[config.mk]
export PLATFORM = sky130hd
export DESIGN_NAME = truth_table_capture
export DESIGN_NICKNAME = d
export VERILOG_FILES = /design/src/rtl/truth_table_capture_pkg.sv /design/src/rtl/truth_table_capture_phase_timer.sv /design/src/rtl/truth_table_capture.sv
export SDC_FILE = /design/constraint.sdc
export NUM_CORES = 1
export LEC_CHECK = 0
export CORE_UTILIZATION = 40
export DETAILED_ROUTE_END_ITERATION = 16
export GPL_ROUTABILITY_DRIVEN = 0
export GPL_TIMING_DRIVEN = 0
export MAX_ROUTING_LAYER = met4
export PLACE_DENSITY_LB_ADDON = 0.15
export SLEW_MARGIN = 20
export SYNTH_ARGS = -nofsm -noshare
export SYNTH_HDL_FRONTEND = slang
export SYNTH_SLANG_ARGS = --single-unit
[constraint.sdc]
create_clock -name clk -period 1.5 [get_ports clk]
set_input_delay 0.3 -clock clk [delete_from_list [all_inputs] [get_ports clk]]
set_output_delay 0.3 -clock clk [all_outputs]
set_load 0.005 [all_outputs]
[src/rtl/truth_table_capture_pkg.sv]
// Shared types and helpers for the truth-table capture block.
//   state_t    : capture FSM states
//   tt_width   : truth-table width for an n-input cell (2**n)
//   majority   : majority-vote decision over a number of samples
package truth_table_capture_pkg;

    typedef enum logic [1:0] {
        IDLE   = 2'd0,
        SETTLE = 2'd1,
        SAMPLE = 2'd2,
        DONE   = 2'd3
    } state_t;

    function automatic int tt_width(input int n);
        return 1 << n;
    endfunction

    // A bit is 1 when strictly more than half of the samples were 1.
    function automatic logic majority(input int ones, input int count);
        return (ones * 2) > count;
    endfunction

endpackage

[src/rtl/truth_table_capture_phase_timer.sv]
// Loadable down-counter used to time both the settle and sample phases.
//   clk, reset_n : clock, synchronous active-low reset
//   load         : load load_value on the next edge
//   load_value   : phase length minus one
//   tc           : terminal count, high while the counter is zero
module phase_timer
    import truth_table_capture_pkg::*;
#(
    parameter int WIDTH = 3
) (
    input  logic             clk,
    input  logic             reset_n,
    input  logic             load,
    input  logic [WIDTH-1:0] load_value,
    output logic             tc
);

    logic [WIDTH-1:0] count;

    // NOTE: state registers use non-blocking assignments so every flop
    // samples pre-edge values, independent of statement order.
    always_ff @(posedge clk) begin
        if (!reset_n) begin
            count <= '0;
        end else if (load) begin
            count <= load_value;
        end else if (count != '0) begin
            count <= count - 1'b1;
        end
    end

    // Loading N-1 makes the phase last exactly N cycles, tc on the last.
    assign tc = (count == '0);

endmodule

[src/rtl/truth_table_capture.sv]
// Truth-table capture: walks a combinational cell through every input
// combination, majority-votes its output, and rebuilds the hex code with
// input 0 in the MSB.
//   clk, reset_n : clock, synchronous active-low reset
//   start, abort : run request (IDLE only) / cancel a run in progress
//   expected     : reference code compared when a run completes
//   dut_out      : cell output
//   dut_in       : combination driven to the cell
//   busy, done   : run in progress / one-cycle completion pulse
//   truth_table  : last completed code; match : truth_table == expected
module truth_table_capture
    import truth_table_capture_pkg::*;
#(
    parameter  int N_IN          = 3,
    parameter  int SETTLE_CYCLES = 4,   // >= 1
    parameter  int SAMPLE_COUNT  = 3,   // odd, >= 1
    localparam int TT_W          = tt_width(N_IN)
) (
    input  logic            clk,
    input  logic            reset_n,
    input  logic            start,
    input  logic            abort,
    input  logic [TT_W-1:0] expected,
    input  logic            dut_out,
    output logic [N_IN-1:0] dut_in,
    output logic            busy,
    output logic            done,
    output logic [TT_W-1:0] truth_table,
    output logic            match
);

    localparam int ONES_W    = $clog2(SAMPLE_COUNT + 1);
    localparam int MAX_PHASE = (SETTLE_CYCLES > SAMPLE_COUNT) ? SETTLE_CYCLES : SAMPLE_COUNT;
    localparam int TMR_W     = $clog2(MAX_PHASE + 1);

    localparam logic [N_IN-1:0]   LAST_INDEX  = N_IN'(TT_W - 1);
    localparam logic [TMR_W-1:0]  SETTLE_LOAD = TMR_W'(SETTLE_CYCLES - 1);
    localparam logic [TMR_W-1:0]  SAMPLE_LOAD = TMR_W'(SAMPLE_COUNT - 1);
    localparam logic [ONES_W-1:0] ONES_MAX    = ONES_W'(SAMPLE_COUNT);

    state_t            state, state_next;
    logic [N_IN-1:0]   index;
    logic [ONES_W-1:0] ones;
    logic [TT_W-1:0]   shadow, shadow_final;
    logic [N_IN-1:0]   bit_pos;
    logic              sample_bit;
    logic              phase_done;
    logic              timer_load;
    logic [TMR_W-1:0]  timer_value;

    phase_timer #(.WIDTH(TMR_W)) u_phase_timer (
        .clk        (clk),
        .reset_n    (reset_n),
        .load       (timer_load),
        .load_value (timer_value),
        .tc         (phase_done)
    );

    // NOTE: every variable written here gets a default first, so no path
    // leaves it unassigned and no latch is inferred.
    always_comb begin
        state_next  = state;
        timer_load  = 1'b0;
        timer_value = SETTLE_LOAD;
        case (state)
            IDLE: begin
                if (start && !abort) begin
                    state_next = SETTLE;
                    timer_load = 1'b1;
                end
            end
            SETTLE: begin
                if (abort) begin
                    state_next = IDLE;
                end else if (phase_done) begin
                    state_next  = SAMPLE;
                    timer_load  = 1'b1;
                    timer_value = SAMPLE_LOAD;
                end
            end
            SAMPLE: begin
                if (abort) begin
                    state_next = IDLE;
                end else if (phase_done) begin
                    if (index == LAST_INDEX) begin
                        state_next = DONE;
                    end else begin
                        state_next = SETTLE;
                        timer_load = 1'b1;
                    end
                end
            end
            DONE:    state_next = IDLE;
            default: state_next = IDLE;
        endcase
    end

    // The last sample is still on dut_out, so it joins the vote directly
    // instead of going through the ones counter first.
    assign sample_bit = majority(int'(ones) + int'(dut_out), SAMPLE_COUNT);
    assign bit_pos    = LAST_INDEX - index;

    always_comb begin
        shadow_final          = shadow;
        shadow_final[bit_pos] = sample_bit;
    end

    always_ff @(posedge clk) begin
        if (!reset_n) begin
            state <= IDLE;
        end else begin
            state <= state_next;
        end
    end

    // truth_table/match load on the edge into DONE so they are already
    // valid during the done pulse.
    always_ff @(posedge clk) begin
        if (!reset_n) begin
            index       <= '0;
            ones        <= '0;
            shadow      <= '0;
            truth_table <= '0;
            match       <= 1'b0;
        end else begin
            if (state == IDLE && state_next == SETTLE) begin
                index  <= '0;
                shadow <= '0;
            end
            if (state != SAMPLE || abort) begin
                ones <= '0;
            end else if (phase_done) begin
                ones   <= '0;
                shadow <= shadow_final;
                if (index == LAST_INDEX) begin
                    truth_table <= shadow_final;
                    match       <= (shadow_final == expected);
                end else begin
                    index <= index + 1'b1;
                end
            end else if (ones != ONES_MAX) begin
                ones <= ones + ONES_W'(dut_out);
            end
        end
    end

    assign busy   = (state == SETTLE) || (state == SAMPLE);
    assign done   = (state == DONE);
    assign dut_in = busy ? index : '0;

endmodule

==> results of run 1 <==
[cell usage in the layout (no fill, tap or decap), types with 5 or more instances in the layout]
cell | synthesis | final
a21boi_1 | 1 | 7
a21oi_1 | 8 | 6
buf_4 | 1 | 21
buf_6 | 1 | 8
clkdlybuf4s50_1 | 0 | 19
dfxtp_1 | 26 | 21
ha_4 | 0 | 5
inv_1 | 12 | 5
inv_2 | 0 | 5
nand2_1 | 14 | 13
nor2_1 | 26 | 19
o21ai_1 | 0 | 5
[per-stage QoR]
stage | cell area [sq um] | setup TNS [ns] | std cells | hold slack [ns] | util, %
final | 2355 | -0.8169 | 283 | 0.4936 | 64.32
after global routing | 2355 | -1.943 | 283 | 0.5258 | 64.32
after CTS | 2197 | -0.2999 | 274 | 0.4905 | 60.01
after detailed placement | 1878 | -10.76 | 254 | 0.4719 | 51.30
after global placement | 1878 | -11.14 | 254 | 0.4687 | 51.30
after floorplan | 1558 | 0 | 180 | 0.4538 | -
[state kept, by name, indices dropped and copies added (netlist names)]
name and flops:
match 1, shadow 7, index 3, truth_table 8
ones 2, state 2, u_phase_timer.count 3
[routing by layer]
metal | track usage [%] | vias to the layer above
li1 | - | 735
met1 | 26.21 | 726
met2 | 36.17 | 47
met3 | 2.679 | 13
met4 | 9.091 | 0
met5 | - | -
[kinds of logic after synthesis]
| kind of cell | share of synthesized area (%) |
|---|---|
| DFF | 33.99 |
| muxes | 4.575 |
| and+or+nand+nor | 24.10 |
| adders and majority gates | 8.170 |
| xor gates and xnor gates | 2.860 |
| buffers and inverters | 5.637 |
| AOI/OAI and AO/OA | 20.67 |
[repair_timing]
| action | CTS | global route |
|---|---|---|
| pin swaps | 21 | 17 |
| cloned | 0 | 1 |
| gates resized for setup | 63 | 42 |
| endpoints found under the setup margin | 25 | 28 |
| setup buffers | 16 | 9 |
[power groups by stage]
| stage | clock network (uW) | registers, uW | logic [uW] |
|---|---|---|---|
| after global routing | 507 | 782 | 733 |
| after CTS | 477 | 766 | 603 |
| after floorplan | 0 | 777 | 374 |
| after detailed placement | 0 | 783 | 505 |
| final | 475 | 775 | 670 |
| after global placement | 0 | 780 | 487 |
[Yosys cell counts (2+ instances only)]
| cell | count |
|---|---|
| inv_1 | 12 |
| nor2b_1 | 4 |
| xnor2_1 | 2 |
| nor3b_1 | 2 |
| nand4_1 | 2 |
| nor3_1 | 2 |
| nand2b_1 | 3 |
| nor3b_2 | 2 |
| nand3_1 | 4 |
| buf_2 | 3 |
| a22oi_1 | 2 |
| mux2i_1 | 7 |
| o21ai_0 | 9 |
| dfxtp_1 | 26 |
| and2_1 | 3 |
| clkbuf_1 | 2 |
| a31oi_1 | 3 |
| nor2_1 | 26 |
| xor2_1 | 3 |
| ha_1 | 10 |
| a211oi_1 | 4 |
| a21boi_0 | 7 |
| a21oi_1 | 8 |
| nand2_1 | 14 |
[worst register-to-register path, stage by stage (launching register included)]
cell and delay, ns:
dfxtp_4 0.36, buf_6 0.11, ha_4 0.14, nand4bb_4 0.19, a2111oi_4 0.33, o311a_1 0.22
nand4_1 0.10, o22ai_2 0.11
[how the worst max path moves through the flow]
stage | startpoint | to | slack, ns
2_1_floorplan | dut_out | match | 0.004
3_3_place_gp | dut_out | match | -0.65
3_5_place_dp | dut_out | match | -0.68
4_1_cts | state[1] | match | -0.09
5_1_grt | state[1] | match | -0.17
6_report | state[1] | match | -0.11
[final cells by class]
cell class	instances	area share, %
Inverter	12	2.125
Tap cell	48	2.550
Multi-Input combinational cell	135	48.88
Timing Repair Buffer	51	19.02
Sequential cell	26	22.48
Clock buffer	4	2.338
Buffer	7	2.604
==> impl_metrics.tcl, run 1 <==
set metrics [dict create \
    outcome "finished with violations" \
    violations "negative setup slack" \
    internal-power_uw 1290 \
    synth_edf_count 0 \
    regArea_sq_um 529.3 \
    p_seq_share_pct 40.4 \
    drt_iter0_drc 39 \
    finalPower_uw 1920 \
    root_buffer "clkbuf_8" \
    pre_cts_ws_ns -0.6794 \
    netlist.area_leader.share_pct 33.99 \
    clock_path_buffers 2 \
    holdCritPathClass "reg -> reg" \
    end_kind "flip-flop" \
    syn_area_sq_um 1531 \
    crit_chain "buf_6 -> ha_4 -> nand4bb_4 -> a2111oi_4 -> o311a_1 -> nand4_1 -> o22ai_2" \
    p_sw_share_pct 32.80 \
    core_sq_um 3661 \
    finalCritPeriodShare_pct 107.2 \
    finalSetupViolations 14 \
    synth-main-ff-cell "dfxtp_1" \
    synth_top_area_cell "dfxtp_1" \
    drive_above_1_share_pct 40.43 \
    seq_area_frac_synth_pct 33.99 \
    grt_pass1_wl_um 6810 \
    holdPathEnd "truth_table[0]" \
    antennaDiodeCount 0 \
    worst-path-buf-inv 1 \
    ys_ff_latch 26 \
    synthCells 180 \
    drt-met1-wl_um 1870 \
    postLayoutSetupSlackWorst_ns -0.1079 \
    grt_pass1_vias 1518 \
    drt-total-wl_um 4254 \
    die_x_um 63.88 \
    arrival_ns 1.82 \
    globalRouteOverflowTotal 0 \
    viasPerCell 5.375 \
    area_growth_pct 53.76 \
    period_needed_ns 1.608 \
    fmax_mhz 621.9 \
    syn_nets 203 \
    slew_violations 0 \
    p_leak_uw 0.0008677 \
    fin_skew_ns 0.003084 \
    max-vdd-ir-drop_uv 915.4 \
    grt_max_degree 15 \
    pin_count 27 \
    r2r_setup_slack_ns -0.11 \
    vias 1521 \
    cts_tree "yes" \
    critPathTopFamily "compound AO/OA/AOI/OAI gates" \
    rows 22 \
    hp-start "truth_table[0]" \
    grt_antenna_before_repair 0 \
    die_h_um 63.88 \
    timing.max_slew.rel_slack_pct 70.89 \
    grtUsageTotal_pct 21.66 \
    multi_input_area_sq_um 1151 \
    top_layer "met4" \
    detail-route-antenna-nets 0 \
    crit_fanout 5 \
    cts.sinks 26 \
    min_delay_path_depth 2 \
    dp_hpwl_um 2715 \
    cts.clk_slew.worst_paths_ns 0.10 \
    final_nets 259 \
    holdBufCountCts 0 \
    dieArea_sq_um 4080 \
    synthArstFlopShare_pct 0 \
    dr.pass1.iters 4 \
    pwr-share-clk_pct 24.8 \
    avgSynthCellArea_sq_um 8.508 \
    power_density_nw_per_um2 815.4 \
    yosysUniqueCellTypes 44 \
    port_buffers 26 \
    power.switching_uw 629.7 \
    path_class "reg -> reg" \
    reg2regPathDepth 7 \
    start_util_pct 41.83 \
    r2r_end "match" \
    combPwrFrac_pct 34.9 \
    cp_slowest_cell "dfxtp_4" \
    rr_startpoint "state[1]" \
    wire_per_inst_um 15.03 \
    numCtsBuffers 3 \
    crit_path_start_kind "flip-flop" \
    nFillCells 281 \
    wl_met2_um 2085 \
    h-tree-depth 1 \
    path_depth 7 \
    drc 0 \
    worstPathRequired_ns 1.71 \
    ys_warn_count 0 \
    cp_slowest_stage_delay_ns 0.36 \
    clkLatencyLatePin_ns 0.28 \
    synth.area.top_cells "dfxtp_1, ha_1, nor2_1" \
    worst_slew_pin_slew_ns 0.4366 \
    wl_met3_um 166 \
    finalHoldViolCount 0 \
    rsz0062_at_grt "true" \
    cap_violations 0 \
]
(Power assumes the default switching activity.)
==> inputs of run 2 (changes only) <==
--- a/config.mk
+++ b/config.mk
@@ -6,6 +6,7 @@
 export NUM_CORES = 1
 export LEC_CHECK = 0
 export CORE_UTILIZATION = 40
+export CTS_BUF_LIST = sky130_fd_sc_hd__clkbuf_8 sky130_fd_sc_hd__clkbuf_16
 export DETAILED_ROUTE_END_ITERATION = 16
 export GPL_ROUTABILITY_DRIVEN = 0
 export GPL_TIMING_DRIVEN = 0
==> results of run 2 <==
No change in the layout: final DEF, timing and power equal those of run 1.
